File: src/rtl/mem_dma.sv
// Byte-wide fill/copy bus master for the shared framebuffer memory.
// Copy mode (RD/LAT/WR states, source pointer) is compiled in only when MEM_DMA_COPY_EN is defined.
module mem_dma #(
    parameter int AW = 12,
    parameter int DW = 8
) (
    input  logic          sys_clk,
    input  logic          sys_rst,
    input  logic          cmd_start,
    input  logic          cmd_copy,
    input  logic [AW-1:0] cmd_src,
    input  logic [AW-1:0] cmd_dst,
    input  logic [AW-1:0] cmd_len,
    input  logic [DW-1:0] cmd_val,
    output logic          busy,
    output logic          done,
    output logic [AW-1:0] mem_a,
    output logic [DW-1:0] mem_dw,
    output logic          mem_we,
    input  logic [DW-1:0] mem_dr
);

    localparam logic [AW-1:0] ONE = {{(AW-1){1'b0}}, 1'b1};

    typedef enum logic [2:0] {
        S_IDLE = 3'd0,
        S_FILL = 3'd1,
        S_RD   = 3'd2,
        S_LAT  = 3'd3,
        S_WR   = 3'd4,
        S_DONE = 3'd5
    } state_t;

    state_t        state_q, state_d;
    logic [AW-1:0] cnt_q, cnt_d;
    logic [AW-1:0] dst_q, dst_d;
    logic [AW-1:0] a_q, a_d;
    logic [DW-1:0] dw_q, dw_d;
    logic          we_q, we_d;

`ifdef MEM_DMA_COPY_EN
    logic [AW-1:0] src_q, src_d;
`else
    logic unused_copy_inputs;
    assign unused_copy_inputs = ^{cmd_copy, cmd_src, mem_dr};
`endif

    // dst_q always holds the destination of the byte currently in flight
    always_comb begin
        state_d = state_q;
        cnt_d   = cnt_q;
        dst_d   = dst_q;
        a_d     = a_q;
        dw_d    = dw_q;
        we_d    = we_q;
`ifdef MEM_DMA_COPY_EN
        src_d   = src_q;
`endif
        case (state_q)
            S_IDLE: begin
                we_d = 1'b0;
                if (cmd_start) begin
                    cnt_d = cmd_len;
                    dst_d = cmd_dst;
                    if (cmd_len == '0) begin
                        state_d = S_DONE;
                    end
`ifdef MEM_DMA_COPY_EN
                    else if (cmd_copy) begin
                        src_d   = cmd_src;
                        a_d     = cmd_src;
                        state_d = S_RD;
                    end
`endif
                    else begin
                        a_d     = cmd_dst;
                        dw_d    = cmd_val;
                        we_d    = 1'b1;
                        state_d = S_FILL;
                    end
                end
            end
            S_FILL: begin
                cnt_d = cnt_q - ONE;
                dst_d = dst_q + ONE;
                if (cnt_q == ONE) begin
                    we_d    = 1'b0;
                    state_d = S_DONE;
                end else begin
                    a_d = dst_q + ONE;
                end
            end
`ifdef MEM_DMA_COPY_EN
            S_RD: begin
                state_d = S_LAT;
            end
            S_LAT: begin
                // read data for src arrives this cycle; turn the bus around to the write
                dw_d    = mem_dr;
                a_d     = dst_q;
                we_d    = 1'b1;
                state_d = S_WR;
            end
            S_WR: begin
                we_d  = 1'b0;
                cnt_d = cnt_q - ONE;
                dst_d = dst_q + ONE;
                src_d = src_q + ONE;
                if (cnt_q == ONE) begin
                    state_d = S_DONE;
                end else begin
                    a_d     = src_q + ONE;
                    state_d = S_RD;
                end
            end
`endif
            S_DONE: begin
                we_d    = 1'b0;
                state_d = S_IDLE;
            end
            default: begin
                we_d    = 1'b0;
                state_d = S_IDLE;
            end
        endcase
    end

    always_ff @(posedge sys_clk or posedge sys_rst) begin
        if (sys_rst) begin
            state_q <= S_IDLE;
            cnt_q   <= '0;
            dst_q   <= '0;
            a_q     <= '0;
            dw_q    <= '0;
            we_q    <= 1'b0;
        end else begin
            state_q <= state_d;
            cnt_q   <= cnt_d;
            dst_q   <= dst_d;
            a_q     <= a_d;
            dw_q    <= dw_d;
            we_q    <= we_d;
        end
    end

`ifdef MEM_DMA_COPY_EN
    always_ff @(posedge sys_clk or posedge sys_rst) begin
        if (sys_rst) begin
            src_q <= '0;
        end else begin
            src_q <= src_d;
        end
    end
`endif

    assign busy   = (state_q != S_IDLE);
    assign done   = (state_q == S_DONE);
    assign mem_a  = a_q;
    assign mem_dw = dw_q;
    assign mem_we = we_q;

endmodule

File: config.mk
export PLATFORM = sky130hd
export DESIGN_NAME = mem_dma
export DESIGN_NICKNAME = d
export VERILOG_FILES = /design/src/rtl/mem_dma.sv
export SDC_FILE = /design/constraint.sdc
export NUM_CORES = 1
export LEC_CHECK = 0
export BUFFER_PORTS_ARGS = -buffer_cell sky130_fd_sc_hd__buf_2
export CAP_MARGIN = 25
export CORE_UTILIZATION = 50
export DETAILED_ROUTE_END_ITERATION = 6
export HOLD_SLACK_MARGIN = 0.02
export PLACE_DENSITY = 0.78
export SLEW_MARGIN = 30
export SYNTH_ARGS = -nofsm -noshare
export SYNTH_HDL_FRONTEND = slang
export SYNTH_SLANG_ARGS = --single-unit
File: constraint.sdc
create_clock -name sys_clk -period 5.78 [get_ports sys_clk]
set_clock_uncertainty 0.1 [all_clocks]
set_input_delay 1.445 -clock sys_clk [delete_from_list [all_inputs] [get_ports sys_clk]]
set_output_delay 1.445 -clock sys_clk [all_outputs]
set_load 0.005 [all_outputs]
## Word level (Yosys, flattened, before mapping)

Index checks and enable logic that the tools add are counted.
W data, S select, Z words.

| operators by class | value |
|---|---|
| $add $sub $neg | 2 |
| equality and inequality tests | 7 |
| muxes and demuxes | 16 |
| bitwise logic cells | 1 |
| reduce and logical (&&, ||, !) cells | 8 |

Operator list:

| operator | number |
|---|---|
| $pmux W12 S2 | 3 |
| $mux W12 | 5 |
| $add A12 B1 Y12 const B | 1 |
| $eq A12 B1 Y1 const B | 1 |
| $logic_not A12 Y1 | 1 |
| $sub A12 B1 Y12 const B | 1 |
| $mux W3 | 3 |
| $ne A2 B2 Y1 const B | 4 |
| $pmux W3 S2 | 1 |
| $reduce_and A2 Y1 | 2 |
| $reduce_and A4 Y1 | 1 |
| $eq A3 B1 Y1 const B | 1 |
| $eq A3 B3 Y1 const B | 1 |
| $logic_not A3 Y1 | 1 |
| $mux W1 | 3 |
| $reduce_and A3 Y1 | 1 |
| $reduce_bool A3 Y1 | 1 |
| $pmux W1 S2 | 1 |
| $reduce_bool A2 Y1 | 1 |
| $not A1 Y1 | 1 |

| word-level totals | value |
|---|---|
| register bits | 48 |
| output and inout port bits | 23 |
| logic and storage cells | 40 |

## Depth between registers and ports, before layout

| logic depth | value |
|---|---|
| depth after elaboration | 4 |
| mapped depth | 7 |
| mapped depth without buffers | 6 |

## Worst setup path after synthesis

Ideal clock, no wire load.

| timing | value |
|---|---|
| kind | input-to-reg |
| from | input cmd_start |
| to | register dw_q[0], in the netlist mem_dw[0] |
| arrival time | 3,052 ps |
| slack | 2,504 ps |
| stages on the path | 5 |
| buffers on the path | 2 |
| cell sequence | clkbuf_1 -> or3b_2 -> clkbuf_1 -> nor2_1 -> mux2_2 |

| on the way | value |
|---|---|
| longest elaborated chain between the ends | 1 |

Ends and longest elaborated chain:

| what | line | text |
|---|---|---|
| start: declaration | 9 | `input logic cmd_start,` |
| $reduce_and A3 Y1 (no source line) | -- |  |
| end signal: assignment | 141 | `dw_q <= dw_d;` |
| end: declaration | 38 | `logic [DW-1:0] dw_q, dw_d;` |

Every way passes these cells.
A chain may end at the register's enable or synchronous reset.

## Worst setup path in the final report

| timing | value |
|---|---|
| from | input cmd_start |
| to | register a_q[5], in the netlist mem_a[5] |

| on the way | value |
|---|---|
| longest elaborated chain between the ends | 2 |

Ends and longest elaborated chain:

| what | line | text |
|---|---|---|
| $ne A2 B2 Y1 (no source line) | -- |  |
| $reduce_and A4 Y1 (no source line) | -- |  |
| end signal: assignment | 133 | `a_q <= '0;` |
| end signal: assignment | 140 | `a_q <= a_d;` |
| end: declaration | 37 | `logic [AW-1:0] a_q, a_d;` |

Every way passes these cells.

==> reports/summary.md <==
The flow ran to the end, and the final reports show no timing, DRC or antenna violations. Internal power comes to 0.000819 W. Summing all placed instances gives a cell area of 0.00286 mm^2.

Total power for the finished layout comes to 0.00127 W. After detailed routing, the number of remaining DRC violations is 0. The overall overflow remaining after global route came out at 0. The part of the total power dissipated in combinational logic was 0.362; the leakage power summed over all cells was 1.34 nW.

The tool flagged a number of max-cap violations equal to 0. The layout cell share with drive strength beyond 1 came out at 0.342. The hold violation count in the final report was 0. Net switching fraction of the power: 0.352.

After routing, the total negative slack on setup checks comes to 0 ns. The number of setup buffers added after CTS was 0; the initial antenna violation count was 0. Traced cell by cell, the critical path runs through buf_2 -> nor2_1 -> or2_2 -> clkinv_1 -> and3_4 -> mux2_4. 79 I/O pins were placed.

The power spent charging and discharging nets is 0.000446 W, and the clock input transition at the sequential cells of the worst setup and hold paths is 0.09 ns. After the last flow step, the layout net total stands at 362. The routed design has 5790 um of wire. For the finished layout, the period the worst path requires is 3.18 ns. Input and output buffers added on the ports amount to 57.

The detailed placer's ending HPWL was 4100 um. The Yosys step of the flow raised 0 warnings. Entering global routing, the biggest net connects 48 pins. The relative slew slack is 0.527. TritonCTS built the clock tree.

Of all nets on the critical path, the largest fanout is 16. The die covers 0.00536 mm^2. The share of synthesized registers carrying an async set or reset was 1.00; the number of storage elements in the synthesis netlist was 47. No sink is reached through more buffers than the 2 on the longest clock path. CTS saw 47 sinks. The detail route stage leaves a number of antenna-violating nets equal to 0. Leaving out fill and tap cells, the most frequent cells in the layout are sky130_fd_sc_hd__buf_2 (57), sky130_fd_sc_hd__dfrtp_1 (47), sky130_fd_sc_hd__nor2_1 (19). The die is 73.2 um wide. Classification of the worst-slack hold path: reg2reg. The die is 73.2 um tall.

The H-tree depth is 2. The run gives 0.165 as the clock network fraction of design power. Sequential cell area fraction in the yosys report: 0.464. The repair_antennas step left the layout with diodes totalling 0. The synthesized design contains 0 enable-type register cells.

The number of unique standard cell types used by synthesis is 47, and the power per cell area is 429 mW/mm^2. Placer's final routability congestion estimate: 0.899. The fraction of the cycle the final worst path needs was 0.550; the number of iterations in the first detailed-routing pass was 4.

The worst setup path is launched from an input port. Sort of element at the end of the critical path: a flop. The post-detailed-route via-to-cell ratio works out to 5.85. The relative area change from synthesis to final layout is 16.3%. The average instance in the mapped netlist occupies 10.1 um^2.

The library cell used most frequently in the layout, excluding fill and tap cells, is sky130_fd_sc_hd__buf_2. Together, buffers and inverters on the worst path number 2. For the synthesized instance count, the log shows 250.

The first routing iteration left 205 violations. The routed layout has 2,169 vias. The slowest stage of the critical path is the sky130_fd_sc_hd__clkinv_1 cell. For the aggregate global-route resource usage, the log shows 0.242.

Buffers inserted to repair hold after CTS numbered 0. Setup violations remaining at the end of the flow were counted as 0. For the endpoint required time on the critical path, the log shows 5.87 ns. The first global-routing pass estimated 9830 um of wire.

In this run the standard cell core region covers 0.00482 mm^2. The cell sitting at the root of the clock tree is a sky130_fd_sc_hd__clkbuf_8. STA puts the critical path data arrival time at 3.27 ns. For this run, the top clock speed supported by timing is 0.315 GHz.

Category of cells accounting for the largest share of critical-path delay: simple AND/OR/NAND/NOR gates. Setup repair after global routing left no endpoint under its margin. The combined area of all synthesized cells came out at 0.00254 mm^2.

For this run, the leading register cell type out of synthesis is sky130_fd_sc_hd__dfrtp_1. Synthesis produced a netlist with a net count of 309. After floorplanning, the core was divided into 25 placement rows. In this run, CTS created clock tree buffers numbering 5. The detail-routed net length per standard cell is 15.6 um. The run gives 0 as the total count of max-transition violations in the final report. Number of gates resized after cts: 0.

The logs give 2,039 for the number of global-route vias before repair and 0.280 mV for the peak supply drop. The tools report the effective utilization at floorplan as 0.526. The power share of the sequential group came out at 0.473. The maximum cell stage delay along the critical path was 0.53 ns. Category of the critical setup timing path: in2reg. After routing the design area is 0.00295 mm^2. The actual transition at the worst max-transition pin is 0.707 ns. Clock latency on the worst-skew pair, taken at its later pin, is 0.30 ns.
sequential cells by signal, summed over array words and instances (netlist names):
signal / count
cnt_q: 12
mem_a: 12
state_q: 2
dst_q: 12
mem_dw: 8
mem_we: 1
power groups by stage:
stage | clock network [W] | registers [W] | logic, W
after floorplan | 0 | 0.000575 | 0.000338
after CTS | 0.000212 | 0.000597 | 0.000461
after detailed placement | 0 | 0.000602 | 0.000457
final | 0.000208 | 0.000599 | 0.000458
after global placement | 0 | 0.000591 | 0.000439
after global routing | 0.000225 | 0.000624 | 0.000514
Yosys cell counts (2+ instances only):
cell type | instances | area share
sky130_fd_sc_hd__o22a_1 | 3 | 0.010
sky130_fd_sc_hd__nor3_1 | 3 | 0.0059
sky130_fd_sc_hd__ha_1 | 3 | 0.015
sky130_fd_sc_hd__nand2_1 | 15 | 0.022
sky130_fd_sc_hd__nand3_1 | 11 | 0.022
sky130_fd_sc_hd__o311ai_0 | 2 | 0.0069
sky130_fd_sc_hd__or2_2 | 3 | 0.0074
sky130_fd_sc_hd__dfrtp_1 | 47 | 0.46
sky130_fd_sc_hd__a31oi_1 | 11 | 0.027
sky130_fd_sc_hd__o22ai_1 | 4 | 0.0099
sky130_fd_sc_hd__nor2_1 | 19 | 0.028
sky130_fd_sc_hd__or3_1 | 7 | 0.017
sky130_fd_sc_hd__nor4_1 | 6 | 0.015
sky130_fd_sc_hd__nand4_1 | 3 | 0.0074
sky130_fd_sc_hd__a21oi_1 | 15 | 0.030
sky130_fd_sc_hd__or4_4 | 3 | 0.013
sky130_fd_sc_hd__o21ai_0 | 16 | 0.032
sky130_fd_sc_hd__a32o_1 | 2 | 0.0079
sky130_fd_sc_hd__o31a_1 | 3 | 0.010
sky130_fd_sc_hd__buf_6 | 2 | 0.0089
sky130_fd_sc_hd__inv_1 | 9 | 0.013
sky130_fd_sc_hd__mux2_2 | 16 | 0.071
sky130_fd_sc_hd__xnor2_1 | 2 | 0.0069
sky130_fd_sc_hd__clkbuf_1 | 9 | 0.013
sky130_fd_sc_hd__a22o_1 | 2 | 0.0069
sky130_fd_sc_hd__mux2_4 | 9 | 0.053
sky130_fd_sc_hd__nand2b_1 | 2 | 0.0049
sky130_fd_sc_hd__nand3b_1 | 2 | 0.0059
sky130_fd_sc_hd__or4_2 | 3 | 0.010
through the flow:
stage / instances / setup slack, ns / hold slack [ns] / util
after floorplan: 250 / 2.50 / 0.384 / -
after global placement: 363 / 2.35 / 0.386 / 0.592
after detailed placement: 363 / 2.30 / 0.390 / 0.593
after CTS: 371 / 2.62 / 0.410 / 0.612
after global routing: 371 / 2.54 / 0.422 / 0.612
final: 371 / 2.60 / 0.405 / 0.612
kinds of logic (layout without fill, tap and decap cells):
logic type | Yosys count | after routing | synth area share
compound gates | 63 | 63 | 0.157
buf+inv | 22 | 76 | 0.0385
xor+xnor | 3 | 3 | 0.0104
mux | 25 | 25 | 0.124
simple gates | 87 | 87 | 0.191
flops | 47 | 47 | 0.464
fa+ha+maj | 3 | 3 | 0.0148
per-layer routing:
| layer | global-route usage | wire length [um] | part of all wire |
|---|---|---|---|
| met1 | 0.330 | 2570 | 0.44 |
| met3 | 0.0483 | 298 | 0.051 |
| met5 | 0 | 0 | 0 |
| met2 | 0.382 | 2800 | 0.48 |
| met4 | 0.0915 | 126 | 0.022 |
path summary, 6_finish.rpt:
check	slack, ns	endpoint	startpoint	depth (start not counted)
worst max-delay path	2.60	mem_a[5]	cmd_start	6
worst min-delay path	0.41	mem_a[9]	mem_a[9]	1
worst max register to register	3.30	mem_a[5]	state_q[0]	5
worst min register to register	0.41	mem_a[9]	mem_a[9]	1
max in group asynchronous	4.09	cnt_q[7]	sys_rst	2
min in group asynchronous	1.10	mem_a[1]	sys_rst	2
final cells by class:
class	count	area, um^2
clock buffer	7	86.3
clock inverter	1	8.76
fill	437	1870
inverter	10	40.0
multi-input combinational	181	1260
sequential	47	1180
tap	67	83.8
timing repair buffer	58	293
Power figures use the tool's default switching activity.
